**src/rtl/if_fetch_ctrl_pkg.sv**
```systemverilog
// Shared fetch-path definitions: imem widths, NOP encoding and fetch FSM state encoding.
package if_fetch_pkg;

    localparam int IMEM_ADDR_W = 32;
    localparam int IMEM_DATA_W = 32;

    localparam logic [IMEM_DATA_W-1:0] NOP_INSTR = 32'h0000_0000;

    typedef enum logic [2:0] {
        ST_IDLE  = 3'd0,
        ST_REQ   = 3'd1,
        ST_WAIT  = 3'd2,
        ST_HOLD  = 3'd3,
        ST_DRAIN = 3'd4
    } fetch_state_t;

endpackage

```
**src/rtl/if_fetch_ctrl_if.sv**
```systemverilog
// Instruction-memory request/response bus; the fetch controller is master, imem is slave.
interface if_fetch_ctrl_if #(
    parameter int ADDR_W = if_fetch_pkg::IMEM_ADDR_W,
    parameter int DATA_W = if_fetch_pkg::IMEM_DATA_W
);
    logic              imem_req;
    logic [ADDR_W-1:0] imem_addr;
    logic              imem_gnt;
    logic              imem_rvalid;
    logic [DATA_W-1:0] imem_rdata;

    modport master (
        output imem_req, imem_addr,
        input  imem_gnt, imem_rvalid, imem_rdata
    );

    modport slave (
        input  imem_req, imem_addr,
        output imem_gnt, imem_rvalid, imem_rdata
    );
endinterface

```
**src/rtl/if_fetch_ctrl_if_id_reg.sv**
```systemverilog
// IF/ID pipeline register: flush clears, load captures, stall holds, else bubble.
// Latency: one cycle from load to output.
// Backpressure: hold keeps all fields; flush overrides hold.
module if_id_reg #(
    parameter int                DATA_W = 32,
    parameter int                ADDR_W = 32,
    parameter logic [DATA_W-1:0] NOP    = '0
) (
    input  logic              clk,
    input  logic              rst,
    input  logic              flush,
    input  logic              load,
    input  logic              hold,
    input  logic [DATA_W-1:0] load_instr,
    input  logic [ADDR_W-1:0] load_pc,
    output logic [DATA_W-1:0] if_instr,
    output logic [ADDR_W-1:0] if_pc,
    output logic              if_valid
);

    always_ff @(posedge clk or negedge rst) begin
        if (!rst) begin
            if_instr <= NOP;
            if_pc    <= '0;
            if_valid <= 1'b0;
        end else if (flush) begin
            if_instr <= NOP;
            if_valid <= 1'b0;
        end else if (load) begin
            if_instr <= load_instr;
            if_pc    <= load_pc;
            if_valid <= 1'b1;
        end else if (!hold) begin
            // if_pc is kept so the last delivered PC stays visible on a bubble
            if_instr <= NOP;
            if_valid <= 1'b0;
        end
    end

endmodule

```
**src/rtl/if_fetch_ctrl.sv**
```systemverilog
// Fetch controller: single-outstanding imem requests, one-word hold buffer, flush drain.
// Latency: word on if_instr the cycle after rvalid; best case 2 cycles per instruction.
// Backpressure: id_stall parks a returned word in the hold buffer; PC stalls until delivery.
module if_fetch_ctrl
    import if_fetch_pkg::*;
#(
    parameter int                DATA_W = IMEM_DATA_W,
    parameter int                ADDR_W = IMEM_ADDR_W,
    parameter logic [DATA_W-1:0] NOP    = DATA_W'(NOP_INSTR)
) (
    input  logic                clk,
    input  logic                rst,
    input  logic [ADDR_W-1:0]   pc_in,
    output logic                pc_stall,
    input  logic                id_stall,
    input  logic                flush,
    if_fetch_ctrl_if.master     imem,
    output logic [DATA_W-1:0]   if_instr,
    output logic [ADDR_W-1:0]   if_pc,
    output logic                if_valid
);

    fetch_state_t      state_q;
    fetch_state_t      state_d;
    logic [DATA_W-1:0] hold_instr_q;
    logic [ADDR_W-1:0] hold_pc_q;
    logic              deliver;
    logic              hold_load;
    logic [DATA_W-1:0] load_instr;
    logic [ADDR_W-1:0] load_pc;

    always_ff @(posedge clk or negedge rst) begin
        if (!rst) begin
            state_q <= ST_IDLE;
        end else begin
            state_q <= state_d;
        end
    end

    // PC is stalled while waiting, so pc_in is still the PC of the returned word
    always_ff @(posedge clk or negedge rst) begin
        if (!rst) begin
            hold_instr_q <= '0;
            hold_pc_q    <= '0;
        end else if (hold_load) begin
            hold_instr_q <= imem.imem_rdata;
            hold_pc_q    <= pc_in;
        end
    end

    always_comb begin
        state_d        = state_q;
        deliver        = 1'b0;
        hold_load      = 1'b0;
        imem.imem_req  = 1'b0;
        imem.imem_addr = pc_in;
        load_instr     = imem.imem_rdata;
        load_pc        = pc_in;

        case (state_q)
            ST_IDLE: begin
                state_d = ST_REQ;
            end
            ST_REQ: begin
                imem.imem_req = 1'b1;
                if (imem.imem_gnt) begin
                    state_d = flush ? ST_DRAIN : ST_WAIT;
                end
            end
            ST_WAIT: begin
                if (imem.imem_rvalid) begin
                    if (flush) begin
                        state_d = ST_REQ;
                    end else if (id_stall) begin
                        hold_load = 1'b1;
                        state_d   = ST_HOLD;
                    end else begin
                        deliver = 1'b1;
                        state_d = ST_REQ;
                    end
                end else if (flush) begin
                    state_d = ST_DRAIN;
                end
            end
            ST_HOLD: begin
                load_instr = hold_instr_q;
                load_pc    = hold_pc_q;
                if (flush) begin
                    state_d = ST_REQ;
                end else if (!id_stall) begin
                    deliver = 1'b1;
                    state_d = ST_REQ;
                end
            end
            ST_DRAIN: begin
                // the squashed response must still be consumed before a new request
                if (imem.imem_rvalid) begin
                    state_d = ST_REQ;
                end
            end
            default: begin
                state_d = ST_IDLE;
            end
        endcase
    end

    assign pc_stall = !(deliver || flush);

    if_id_reg #(
        .DATA_W (DATA_W),
        .ADDR_W (ADDR_W),
        .NOP    (NOP)
    ) u_if_id_reg (
        .clk        (clk),
        .rst        (rst),
        .flush      (flush),
        .load       (deliver),
        .hold       (id_stall),
        .load_instr (load_instr),
        .load_pc    (load_pc),
        .if_instr   (if_instr),
        .if_pc      (if_pc),
        .if_valid   (if_valid)
    );

endmodule

```
**src/flat_wrapper.sv**
```systemverilog
// flat-port wrapper written by rule: the top's interface ports become plain ports
module if_fetch_ctrl_flat import if_fetch_pkg::*;
#(
    parameter int                DATA_W = IMEM_DATA_W,
    parameter int                ADDR_W = IMEM_ADDR_W,
    parameter logic [DATA_W-1:0] NOP    = DATA_W'(NOP_INSTR)
)
  (clk, rst, pc_in, pc_stall, id_stall, flush, if_instr, if_pc, if_valid, imem_imem_req, imem_imem_addr, imem_imem_gnt, imem_imem_rvalid, imem_imem_rdata);
  if_fetch_ctrl_if #(.ADDR_W(ADDR_W), .DATA_W(DATA_W)) imem_i ();
  input  logic clk;
  input  logic rst;
  input  logic [ADDR_W-1:0] pc_in;
  output logic pc_stall;
  input  logic id_stall;
  input  logic flush;
  output logic [DATA_W-1:0] if_instr;
  output logic [ADDR_W-1:0] if_pc;
  output logic if_valid;
  output wire logic [$bits(imem_i.imem_req)-1:0] imem_imem_req;
  output wire logic [$bits(imem_i.imem_addr)-1:0] imem_imem_addr;
  input wire logic [$bits(imem_i.imem_gnt)-1:0] imem_imem_gnt;
  input wire logic [$bits(imem_i.imem_rvalid)-1:0] imem_imem_rvalid;
  input wire logic [$bits(imem_i.imem_rdata)-1:0] imem_imem_rdata;
  assign imem_imem_req = imem_i.imem_req;
  assign imem_imem_addr = imem_i.imem_addr;
  assign imem_i.imem_gnt = imem_imem_gnt;
  assign imem_i.imem_rvalid = imem_imem_rvalid;
  assign imem_i.imem_rdata = imem_imem_rdata;
  if_fetch_ctrl #(.DATA_W(DATA_W), .ADDR_W(ADDR_W), .NOP(NOP)) u_core (.clk(clk), .rst(rst), .pc_in(pc_in), .pc_stall(pc_stall), .id_stall(id_stall), .flush(flush), .imem(imem_i), .if_instr(if_instr), .if_pc(if_pc), .if_valid(if_valid));
endmodule
```
**config.mk**
```make
export PLATFORM = sky130hd
export DESIGN_NAME = if_fetch_ctrl_flat
export DESIGN_NICKNAME = d
export VERILOG_FILES = /design/src/rtl/if_fetch_ctrl_pkg.sv /design/src/rtl/if_fetch_ctrl_if.sv /design/src/rtl/if_fetch_ctrl_if_id_reg.sv /design/src/rtl/if_fetch_ctrl.sv /design/src/flat_wrapper.sv
export SDC_FILE = /design/constraint.sdc
export NUM_CORES = 1
export LEC_CHECK = 0
export ABC_AREA = 1
export ABC_CLOCK_PERIOD_IN_PS = 2100
export CAP_MARGIN = 20
export CORE_MARGIN = 4
export CORE_UTILIZATION = 25
export DETAILED_ROUTE_END_ITERATION = 8
export DONT_BUFFER_PORTS = 1
export GPL_ROUTABILITY_DRIVEN = 0
export PLACE_DENSITY = 0.43
export SLEW_MARGIN = 20
export SYNTH_ARGS = -nofsm -noshare
export SYNTH_HDL_FRONTEND = slang
export SYNTH_HIERARCHICAL = 1
export SYNTH_SLANG_ARGS = --single-unit
```
**constraint.sdc**
```tcl
create_clock -name clk -period 2.1 [get_ports clk]
set_input_delay 0.63 -clock clk [delete_from_list [all_inputs] [get_ports clk]]
set_output_delay 0.63 -clock clk [all_outputs]
set_load 0.02 [all_outputs]
```
# Word-level counts from Yosys, hierarchy flattened
# Cells that the tools add are included.
# word_totals
ff_bits	132
in_bits	70
out_inout_bits	99
wordCells	48
# op_classes
eq_ne	9
n_mux	27
bitwise_logic	1
n_reduce_logical	5
# op_table
cell	n
32-bit two-way mux	5
3-bit two-way mux	8
3-bit one-hot mux with 5 select lines	1
1-bit two-way mux	11
3-bit by 2-bit == test with 1-bit output, second input constant	2
3-bit != test, second input constant	2
2-bit != test, second input constant	2
4-bit AND reduction	1
3-bit by 1-bit == test with 1-bit output, second input constant	1
3-bit == test, second input constant	1
3-bit zero test	1
3-bit by 1-bit != test with 1-bit output, second input constant	1
2-bit two-way mux	1
1-bit one-hot mux with 2 select lines	1
2-bit AND reduction	1
1-bit zero test	1
1-bit logical OR	1
1-bit inverter	1

# Longest topological paths before layout
# depth
ltp_word	6
depth_mapped	9
ltp_nobuf	8

# Modules after synthesis
# Netlist, hierarchy kept.
# modules_own_cells
module	instances	cells_per_inst	area_each_um2	seq_area_each_um2
if_fetch_ctrl	1	492	3719.8	1676.6
if_id_reg	1	280	2499.9	1626.6

# Worst setup path after synthesis
# Ideal clock, no wire load.
# synth_path
path_kind	input to output
startpoint	in imem_imem_rvalid
endpoint	out pc_stall
arrival_ns	1.095
required_time_ns	1.470
slack_ns	0.375
path_stages	3
n_path_buf	0
path_cell_list	o21ai_0 -> o21ai_0 -> inv_1
# synth_between
elab_chain_cells	4
# synth_lines
element	line	rtl
start, declared	flat_wrapper.sv:22	input wire logic [$bits(imem_i.imem_rvalid)-1:0] imem_imem_rvalid;
1-bit two-way mux	if_fetch_ctrl.sv:71	if (imem.imem_rvalid) begin
1-bit one-hot mux with 2 select lines	if_fetch_ctrl.sv:60	case (state_q)
1-bit logical OR	if_fetch_ctrl.sv:107	assign pc_stall = !(deliver || flush);
1-bit zero test	if_fetch_ctrl.sv:107	
end, declared	flat_wrapper.sv:13	output logic pc_stall;
# No other way between the ends.

# Final worst setup path
# layout_path
startpoint	reg u_core.state_q[1]
endpoint	out pc_stall
# layout_between
elab_chain_cells	4
word_cells_on_any_way	5
classes_between	eq/ne (2); mux (1); reduce/logical (2)
# layout_lines
element	line	rtl
start, declared	if_fetch_ctrl.sv:23	fetch_state_t state_q;
start signal, assigned	if_fetch_ctrl.sv:36	state_q <= state_d;
3-bit by 2-bit == test with 1-bit output	if_fetch_ctrl.sv:60	
1-bit one-hot mux with 2 select lines *	if_fetch_ctrl.sv:60	
1-bit logical OR *	if_fetch_ctrl.sv:107	
1-bit zero test *	if_fetch_ctrl.sv:107	
# Mark *: on every way between the ends. The rest lies on a longest branch, timed or not.

==> summary.txt <==
Clocking
  • Clk slew on worst S/H paths: 0.07 ns
  • H-Tree Level Count: 4
  • Root Driver: clkbuf_16
  • TritonCTS buffer count: 17
  • CTS Sinks: 132
  • CTS tree: built
  • Worst skew pair latency: 0.41 ns
  • Max Root-Sink Buffers: 2

STA
  • Fin crit period: roughly 2.0 ns
  • Fmax: 502.6 MHz
  • Final Worst Setup Slack: ~0.11 ns
  • Setup-failing EPs final: 0
  • Worst Clk Skew: a little over 0.009 ns
  • Max-slew violation count: 0
  • Fin Hold WS: -0.08620 ns
  • Worst rel slew slack: 79.67%
  • Period utilisation layout: 94.75%
  • Fin Setup TNS: 0 ns
  • Hold Vio Cnt, Final: 132
  • Slew @ Worst Pin: slightly above 0.3 ns
  • RSZ-0062 raised after global routing: no

Synthesis
  • Top post-synthesis cells by area: dfrtp_1 53%, nand2_1 18%, o21ai_0 6.2%, buf_4 4.9%, inv_1 4.5%
  • Largest family of logic cells by synthesized area: simple AND/OR/NAND/NOR gates
  • Yosys cell types: 20
  • YS warnings: 6
  • Most frequent cell after synthesis: nand2_1
  • Asr flop ratio synth: 100.0%
  • Post-synth design cell area: 6220 µm²
  • Cells after Synth: between 700 and 800
  • Synth top cells by count: 305 x nand2_1, 132 x dfrtp_1, 77 x o21ai_0
  • Post-synthesis xor/xnor area fraction: 0%
  • Post-Synth Simple-Gate Area: 22.55%
  • Syn_nets: about 840
  • Synth area leader: dfrtp_1
  • Mux cell area share after synthesis: 0%
  • Top FF cell, synth: dfrtp_1
  • Number of synthesized register bits: 132
  • EDFF count, synth: 0
  • Synth top area share: 53.11%
  • Compound-cell area share of the yosys netlist: a little over a tenth
  • Avg Synthesized Cell Area: 8.057 µm²
  • Post-synthesis sequential area ratio: a little over half
  • Synth Area in Adders: 0%

Critical path
  • Worst Setup End Kind: output port
  • Crit Path Max Fanout: 3
  • WP data required: around 1.5 ns
  • Top Family by Delay on Critical Path: flip-flops
  • Critical path arrival: around 1.4 ns
  • Startpoint types: register
  • Critical Path Max Stage Delay: 0.38 ns
  • Cell-by-cell trace of the critical path: inv_1, nor2_2, o21ai_1, o21ai_1, inv_1
  • Critical Path Slowest Stage Cell: dfrtp_1
  • Crit Path Class: reg2out
  • Worst Path Buf+Inv: 2

Power and ir drop
  • Standby leakage power: 3.492 nW
  • Pwr per Cell Area: between 1000 and 1500 nW/µm²
  • VDD IR max: around 0.00035 V

Global routing
  • All-layer global routing usage: 11.22%
  • First-pass GRT wire length: 25070 µm
  • Antenna violations before repair: 0
  • Vias in the first global route: 4411
  • Largest net degree at the start of global routing: 133
  • Overflow after GRT: 0

Floorplan
  • Chip height: roughly 170 µm
  • Die area: 27470 µm²
  • Die X: ~170 µm
  • Row Count: 57
  • Starting density of the core: 25.50%
  • Placeable Area: 24390 µm²
  • I/O Pins: 169

Final layout
  • Layout cell share with drive strength beyond 1: 7.432%
  • Synthesis-to-finish area growth: 10.06%
  • # fillers: about 2700
  • N_diodes: 0
  • Final net count: about 800

Run status
  • Failing checks: hold timing
  • Status: finished, violations left

Routing
  • Pre-Repair DR Iteration Count: 6
  • Vias: ~4400
  • DRC viols: 0
  • Final WL: 15060 µm
  • Iteration-0 DRC Markers: 309
  • Vias/cell: ~4.2
  • Routed WL per cell: approximately 14 µm
  • Antenna Nets Post-Route: 0

Job
  • Max-cap violation count: 0

Placement
  • Port buffer count: 0
  • Dpl ws: between 0.2 and 0.3 ns
  • Final HPWL DP: around 9300 µm

Worst hold path
  • Hold crit path type: in2async
-- repair_timing --
item	in CTS	in global routing
gates resized for setup	2	1
buffers inserted	1	0
setup endpoints to repair	1	1
endpoints found under the hold margin	132	132
-- sequential cells by signal, summed over array words and instances (netlist names) --
register and count:
u_core/hold_instr_q 32, u_core/u_if_id_reg/if_instr 32, u_core/state_q 3, u_core/u_if_id_reg/if_valid 1
u_core/u_if_id_reg/if_pc 32, u_core/hold_pc_q 32
-- report_power, final --
part	internal (W)	switching, W	total, W
logic	0.000507	0.000785	0.00129
registers	0.00313	0.000574	0.00370
clock network	0.00168	0.00122	0.00290
-- final cells by class --
cell class | count | area [µm²] | share of cell area, %
Clock buffer | 19 | 442.9 | 6.470
Clock inverter | 13 | 125.1 | 1.828
Inverter | 76 | 285.3 | 4.167
Multi-Input combinational cell | 488 | 2093 | 30.58
Sequential cell | 132 | 3303 | 48.25
Tap cell | 324 | 405.4 | 5.922
Timing Repair Buffer | 12 | 190.2 | 2.778
-- cells by family after synthesis --
logic type,count (synthesis)
AND/OR/NAND/NOR,356
buffers and inverters,152
flip-flops,132
AO/OA/AOI/OAI,132
-- metrics by stage --
stage	utilization (%)	instance area, µm²	std cells	power, W
floorplan	-	6220	772	0.004817
global placement	25.70	6267	1031	0.005023
detailed placement	25.70	6267	1031	0.005039
CTS	28.07	6845	1064	0.008052
global route	28.07	6845	1064	0.008473
finish	28.07	6845	1064	0.007890
-- final timing paths --
path / start / end / slack (ns) / depth (start not counted)
setup / recovery: u_core/state_q[1] / pc_stall / 0.11 / 5
min in group clk: id_stall / u_core/u_if_id_reg/if_instr[16] / 0.36 / 2
max in group asynchronous: rst / u_core/hold_instr_q[20] / 2.04 / 0
hold reg to reg: u_core/hold_instr_q[10] / u_core/hold_instr_q[10] / 0.48 / 2
hold / removal: rst / u_core/hold_pc_q[21] / -0.09 / 0
setup reg to reg: u_core/state_q[1] / u_core/u_if_id_reg/if_pc[22] / 0.42 / 9
-- cell usage in the layout, fill, tap and decap left out --
master        n
nor3_1        1
buf_12        8
nand4_1       1
inv_1        74
clkinvlp_4    5
o21ai_1      52
nand2_1     305
nand3_1      38
clkbuf_16    17
o21ai_2       4
clkinv_2      1
inv_6         4
clkbuf_8      1
clkbuf_1      1
inv_2         2
nor2_2        3
clkinv_4      2
a21oi_1       1
nor2_4        2
bufinv_16     1
nor2_1        5
nand2_4       1
buf_4         4
dfrtp_1     132
o21ai_0      75
-- per-layer routing --
metal / GRT usage (%) / vias up / part of all wire, %
met5: 0 / - / 0
met4: 3.013 / 0 / 0.88
met3: 4.261 / 8 / 7.1
met2: 17.08 / 119 / 45
met1: 15.05 / 2019 / 47
li1: - / 2287 / -
(Power assumes the default switching activity.)
